**src/rtl/alu_defs.sv**
```systemverilog
// ============================================================================
// Module   : alu_defs
// Brief    : Function codes and state encoding shared by the bit-serial ALU
//            driver, the ALU_1bit slice and the ALU control.
// Revision : 1.0 - initial release
// ============================================================================
`default_nettype none

package alu_defs;

  // Function codes (MIPS R-type funct field)
  localparam logic [5:0] FN_AND = 6'b100100;
  localparam logic [5:0] FN_OR  = 6'b100101;
  localparam logic [5:0] FN_ADD = 6'b100000;
  localparam logic [5:0] FN_SUB = 6'b100010;
  localparam logic [5:0] FN_SLT = 6'b101010;

  // Driver state encoding
  localparam logic [1:0] ST_IDLE  = 2'd0;
  localparam logic [1:0] ST_RUN   = 2'd1;
  localparam logic [1:0] ST_FINAL = 2'd2;

  // True for the five function codes the slice understands.
  function automatic logic is_legal_funct(input logic [5:0] f);
    return (f == FN_AND) || (f == FN_OR) || (f == FN_ADD) ||
           (f == FN_SUB) || (f == FN_SLT);
  endfunction

  // SUB and SLT run as A + ~B + 1, so the carry chain starts at 1.
  function automatic logic uses_borrow(input logic [5:0] f);
    return (f == FN_SUB) || (f == FN_SLT);
  endfunction

endpackage

`default_nettype wire

```
**src/rtl/ALU_1bit.sv**
```systemverilog
// ============================================================================
// Module   : ALU_1bit
// Brief    : Single-bit ALU slice. AND/OR are bitwise; ADD is a full adder;
//            SUB/SLT add the inverted B bit (the caller supplies cin=1 at
//            bit 0). SLT output here is the raw subtraction bit.
// Revision : 1.0 - initial release
// ============================================================================
`default_nettype none

module ALU_1bit
  import alu_defs::*;
(
  input  logic       dataA,
  input  logic       dataB,
  input  logic [5:0] Signal,
  input  logic       cin,
  output logic       dataOut,
  output logic       cout
);

  logic w_b;

  // Per-bit function select; arithmetic ops share one full adder.
  always_comb begin
    w_b     = dataB;
    dataOut = 1'b0;
    cout    = 1'b0;
    case (Signal)
      FN_AND: dataOut = dataA & dataB;
      FN_OR:  dataOut = dataA | dataB;
      FN_ADD, FN_SUB, FN_SLT: begin
        w_b     = (Signal == FN_ADD) ? dataB : ~dataB;
        dataOut = dataA ^ w_b ^ cin;
        cout    = (dataA & w_b) | (dataA & cin) | (w_b & cin);
      end
      default: ;
    endcase
  end

endmodule

`default_nettype wire

```
**src/rtl/serial_alu_driver.sv**
```systemverilog
// ============================================================================
// Module   : serial_alu_driver
// Brief    : Issues one WIDTH-bit ALU operation as WIDTH single-bit steps
//            through one ALU_1bit slice, then forms SLT, zero and overflow.
// Revision : 1.0 - initial release
// ============================================================================
`default_nettype none

module serial_alu_driver
  import alu_defs::*;
#(
  parameter int WIDTH = 32
) (
  input  logic             clk,
  input  logic             rst_n,
  input  logic             start,
  input  logic [WIDTH-1:0] op_a,
  input  logic [WIDTH-1:0] op_b,
  input  logic [5:0]       funct,
  output logic             ready,
  output logic             done,
  output logic [WIDTH-1:0] result,
  output logic             zero,
  output logic             overflow,
  output logic             err
);

  localparam int CW = $clog2(WIDTH);

  logic [1:0]       r_state;
  logic [CW-1:0]    r_cnt;
  logic [WIDTH-1:0] r_a;
  logic [WIDTH-1:0] r_b;
  logic [WIDTH-1:0] r_work;
  logic [5:0]       r_funct;
  logic             r_carry;
  logic             r_cin_msb;
  logic             r_illegal_wait;
  logic             r_done;
  logic [WIDTH-1:0] r_result;
  logic             r_zero;
  logic             r_ovf;
  logic             r_err;

  logic             w_bit_a;
  logic             w_bit_b;
  logic             w_slice_out;
  logic             w_slice_cout;
  logic             w_last;
  logic             w_v;
  logic [WIDTH-1:0] w_fin_result;
  logic             w_fin_ovf;

  assign w_bit_a = r_a[r_cnt];
  assign w_bit_b = r_b[r_cnt];
  assign w_last  = (r_cnt == CW'(WIDTH - 1));

  ALU_1bit u_slice (
    .dataA   (w_bit_a),
    .dataB   (w_bit_b),
    .Signal  (r_funct),
    .cin     (r_carry),
    .dataOut (w_slice_out),
    .cout    (w_slice_cout)
  );

  // Word-level result and overflow, valid while in FINAL.
  always_comb begin
    w_v          = r_cin_msb ^ r_carry;
    w_fin_result = r_work;
    w_fin_ovf    = 1'b0;
    case (r_funct)
      FN_SLT:         w_fin_result = {{(WIDTH-1){1'b0}}, r_work[WIDTH-1] ^ w_v};
      FN_ADD, FN_SUB: w_fin_ovf    = w_v;
      FN_AND, FN_OR:  ;
      default:        w_fin_result = '0;
    endcase
  end

  // Control FSM, bit-serial datapath and output registers.
  always_ff @(posedge clk or negedge rst_n) begin
    if (!rst_n) begin
      r_state        <= ST_IDLE;
      r_cnt          <= '0;
      r_a            <= '0;
      r_b            <= '0;
      r_work         <= '0;
      r_funct        <= '0;
      r_carry        <= 1'b0;
      r_cin_msb      <= 1'b0;
      r_illegal_wait <= 1'b0;
      r_done         <= 1'b0;
      r_result       <= '0;
      r_zero         <= 1'b0;
      r_ovf          <= 1'b0;
      r_err          <= 1'b0;
    end else begin
      r_done <= 1'b0;
      case (r_state)
        ST_IDLE: begin
          if (start) begin
            r_a     <= op_a;
            r_b     <= op_b;
            r_funct <= funct;
            r_cnt   <= '0;
            r_carry <= uses_borrow(funct);
            r_err   <= 1'b0;
            r_ovf   <= 1'b0;
            if (is_legal_funct(funct)) begin
              r_state <= ST_RUN;
            end else begin
              // Illegal ops idle one extra cycle so done lands two edges
              // after accept, matching the legacy control timing.
              r_state        <= ST_FINAL;
              r_illegal_wait <= 1'b1;
            end
          end
        end
        ST_RUN: begin
          r_work[r_cnt] <= w_slice_out;
          r_carry       <= w_slice_cout;
          r_cnt         <= r_cnt + CW'(1);
          if (w_last) begin
            r_cin_msb <= r_carry;
            r_state   <= ST_FINAL;
          end
        end
        ST_FINAL: begin
          if (r_illegal_wait) begin
            r_illegal_wait <= 1'b0;
          end else begin
            r_result <= w_fin_result;
            r_zero   <= (w_fin_result == '0);
            r_ovf    <= w_fin_ovf;
            r_err    <= ~is_legal_funct(r_funct);
            r_done   <= 1'b1;
            r_state  <= ST_IDLE;
          end
        end
        default: r_state <= ST_IDLE;
      endcase
    end
  end

  assign ready    = (r_state == ST_IDLE);
  assign done     = r_done;
  assign result   = r_result;
  assign zero     = r_zero;
  assign overflow = r_ovf;
  assign err      = r_err;

endmodule

`default_nettype wire

```
**config.mk**
```make
export PLATFORM = sky130hd
export DESIGN_NAME = serial_alu_driver
export DESIGN_NICKNAME = d
export VERILOG_FILES = /design/src/rtl/alu_defs.sv /design/src/rtl/ALU_1bit.sv /design/src/rtl/serial_alu_driver.sv
export SDC_FILE = /design/constraint.sdc
export NUM_CORES = 1
export LEC_CHECK = 0
export ABC_AREA = 1
export CAP_MARGIN = 20
export CELL_PAD_IN_SITES_DETAIL_PLACEMENT = 1
export CELL_PAD_IN_SITES_GLOBAL_PLACEMENT = 1
export CORE_MARGIN = 5
export CORE_UTILIZATION = 43
export CTS_CLUSTER_SIZE = 20
export DETAILED_ROUTE_END_ITERATION = 12
export GPL_TIMING_DRIVEN = 0
export PLACE_DENSITY = 0.88
export SLEW_MARGIN = 20
export SYNTH_ARGS = -nofsm -noshare
export SYNTH_HDL_FRONTEND = slang
export SYNTH_HIERARCHICAL = 1
export SYNTH_SLANG_ARGS = --single-unit
```
**constraint.sdc**
```tcl
create_clock -name clk -period 5.7 [get_ports clk]
set_input_delay 0.855 -clock clk [delete_from_list [all_inputs] [get_ports clk]]
set_output_delay 0.855 -clock clk [all_outputs]
set_load 0.1 [all_outputs]
```
==> out/qor.yml <==
outcome: "finished clean"
relSlewSlack_pct: 34.1
crit_path_end: "r_work[4]$_DFFE_PN0P_"
pre_cts_slack_ns: 1.66
cts_tree: "built"
postCtsHoldBufs: 0
seq_power_share_pct: 37.0
place_hpwl_um: 15200
p_sw_mw: 1.69
antenna_found_initial: 0
internal_power_mw: 2.45
wl_per_cell_um: 18.3
cts_resized: 0
final_util_pct: 56.1
drtPass1Iterations: 5
dpl-instance-area_sq_mm: 0.00827
path_class: "reg2reg"
insertion_delay_ns: 0.44
yosysUniqueCellTypes: 34
period_needed_ns: 4.16
rows: 46
wl_met1_um: 8760
fmax_ghz: 0.240
area_growth_syn_to_layout_pct: 28.7
crit_path_frequent_cell: "inv_1"
startpoint: "r_cnt[1]$_DFFE_PN0P_"
post_cts_buffers: 0
worstPathCellList: "inv_1, buf_2, o21ai_0, o22ai_1, nand2_1, nand4_1, inv_1, nand4_1, nand2_1, inv_1, fa_1, nand4_1, nand2_1, inv_1, clkbuf_1, clkbuf_1, a31oi_1"
ios: 110
crit_path_max_fanout: 11
yosys.area.top_type_share_pct: 53.9
root_buffer: "clkbuf_16"
synth_seq_cells: 148
switching_share_pct: 40.9
fillers: 1941
cts_buffers: 17
core_sq_mm: 0.0158
whs_ns: 0.363
fin_area_sq_mm: 0.00885
slew_violations: 0
slowest_stage: "dfrtp_1"
htree_levels: 4
clk_pin_slew_ns: 0.06
synth_top_area_cell: "dfrtp_1"
grt_pass1_vias: 6973
rr_startpoint: "r_cnt[1]$_DFFE_PN0P_"
hold_class: "in2async"
crit_arrival_ns: 4.43
worst_pin_slew_ns: 0.986
synth_warnings: 6
hold_violations: 0
portBuffers: 109
grt_overflow: 0
n_antenna_cell: 0
drive_above_1_share_pct: 9.43
synthFlopType: "dfrtp_1"
synthArstFlopShare_pct: 100
syn_avg_cell_area_sq_um: 8.24
gp_congestion: 0.858
comb_power_share_pct: 36.0
met3_length_um: 1040
dieArea_sq_mm: 0.0186
die_h_um: 136
rsz0062_at_grt: "false"
power_density_mw_per_mm2: 468
postRouteAntennaNets: 0
fin_total_pwr_mw: 4.14
start_util_pct: 43.6
fin_ws_ns: 1.54
syn_inst: 834
cp_top_family: "buffers and inverters"
power_leakage_nw: 4.37
crit_cells: 17
grt_pass1_wl_um: 35700
netlist_area_sq_mm: 0.00688
r2r_setup_slack_ns: 1.54
multiInputGateArea_sq_mm: 0.00279
grt_max_degree: 78
cp_data_required_time_ns: 5.97
met2_wirelength_um: 11400
max-cap-violations: 0
synth-seq-area-share_pct: 53.9
regArea_sq_mm: 0.00370
clock_path_buffers: 2
peakVddDrop_v: 0.000245
clkPwrFrac_pct: 27.0
nNetsFinal: 1042
worstRegToRegCells: 17
gr-usage-all-layers_pct: 25.0
path_buf_inv: 7
period_share_pct: 73.0
setup_viol: 0
synth-edff-count: 0
drt-total-wl_um: 21900
fin_skew_ns: 0.0111
cts_sinks: 148
drt_iter0_drc: 332
max_stage_delay_ns: 0.54
cp-end-kind: "flip-flop"
drc: 0
synth_nets: 913
synthTopCellsByArea: "dfrtp_1 54%, nand2_1 17%, o21ai_0 3.9%"
die_w_um: 136
top_layer: "met4"
r2r_end: "r_work[4]$_DFFE_PN0P_"
vias: 6386
via_per_inst: 5.36
cp-start-kind: "flip-flop"
==> how the worst min path moves through the flow <==
stage,depth (start not counted),end
2_1_floorplan,2,r_a[10]$_DFFE_PN0P_
3_3_place_gp,2,r_b[1]$_DFFE_PN0P_
3_5_place_dp,2,r_a[2]$_DFFE_PN0P_
4_1_cts,1,result[1]$_DFFE_PN0P_
5_1_grt,1,result[1]$_DFFE_PN0P_
6_report,1,result[1]$_DFFE_PN0P_
==> synthesized netlist by cell type, drive strengths merged, types with 3 or more instances <==
cell type / n
o31ai: 3
nand3: 42
dfrtp: 148
o211ai: 11
inv: 41
clkbuf: 18
a31oi: 28
nand2: 320
nor2: 60
ha: 5
a21oi: 32
nand4: 5
o22ai: 17
buf: 28
nor3: 11
o21ai: 54
==> flip-flops by register name, summed over array words and instances, names as in the netlist <==
register,count
result,32
r_cin_msb,1
zero,1
r_b,32
r_state,2
err,1
done,1
r_carry,1
overflow,1
r_funct,6
r_work,32
r_cnt,5
r_a,32
r_illegal_wait,1
==> layout by cell type, fill, tap and decap left out, types with 2 or more instances in the layout <==
master / n
o211ai_1: 11
inv_1: 31
nor2_4: 3
nor2_2: 5
clkinv_4: 2
nand2_2: 3
clkbuf_1: 21
nor2_1: 52
clkinv_2: 5
buf_4: 5
clkdlybuf4s50_1: 108
o21ai_0: 53
xor2_1: 2
buf_2: 22
o31ai_1: 3
nand2_1: 317
nor3_1: 3
nor3_2: 8
inv_2: 10
clkbuf_8: 3
a31oi_1: 28
a21oi_1: 32
nand4_1: 5
clkbuf_16: 17
nand3_1: 42
ha_1: 5
bufinv_16: 2
o22ai_1: 17
dfrtp_1: 148
==> layer usage <==
metal / GRT usage [%] / up-vias
met5: 0 / -
met4: 11.1 / 0
met3: 5.44 / 57
met2: 44.5 / 202
met1: 28.7 / 3126
li1: - / 3001
==> through the flow <==
step           TNS [ns]  instances
3_5_place_dp          0       1160
5_1_grt               0       1192
3_3_place_gp    -315.39       1159
6_report              0       1192
4_1_cts               0       1192
2_1_floorplan         0        834
==> power by group through the flow <==
stage | Sequential, mW | Clock [mW] | Combinational (mW)
after CTS | 1.53 | 1.13 | 1.49
after global routing | 1.56 | 1.18 | 1.65
final | 1.53 | 1.12 | 1.49
after global placement | 1.52 | 0 | 1.39
after floorplan | 1.58 | 0 | 0.894
after detailed placement | 1.54 | 0 | 1.46
==> logic make-up (layout without fill, tap and decap cells) <==
group           Yosys count  in the layout  synth area share [%]
mux                       1              1                 0.164
buf+inv                  87            229                  5.53
simple gates            440            440                  26.4
flops                   148            148                  53.9
compound gates          149            149                  12.4
xor+xnor                  3              3                 0.382
fa+ha+maj                 6              6                  1.20
==> final cells by class <==
cell class              count  area share [%]
inverters                  41            1.74
clock buffers              23            5.40
well taps                 216            3.05
clock inverters             9            1.16
repair buffers            110            12.7
multi-input cells         599            31.5
flip-flops and latches    148            41.8
plain buffers              46            2.56
No activity file was read; power rests on OpenSTA's default activity.
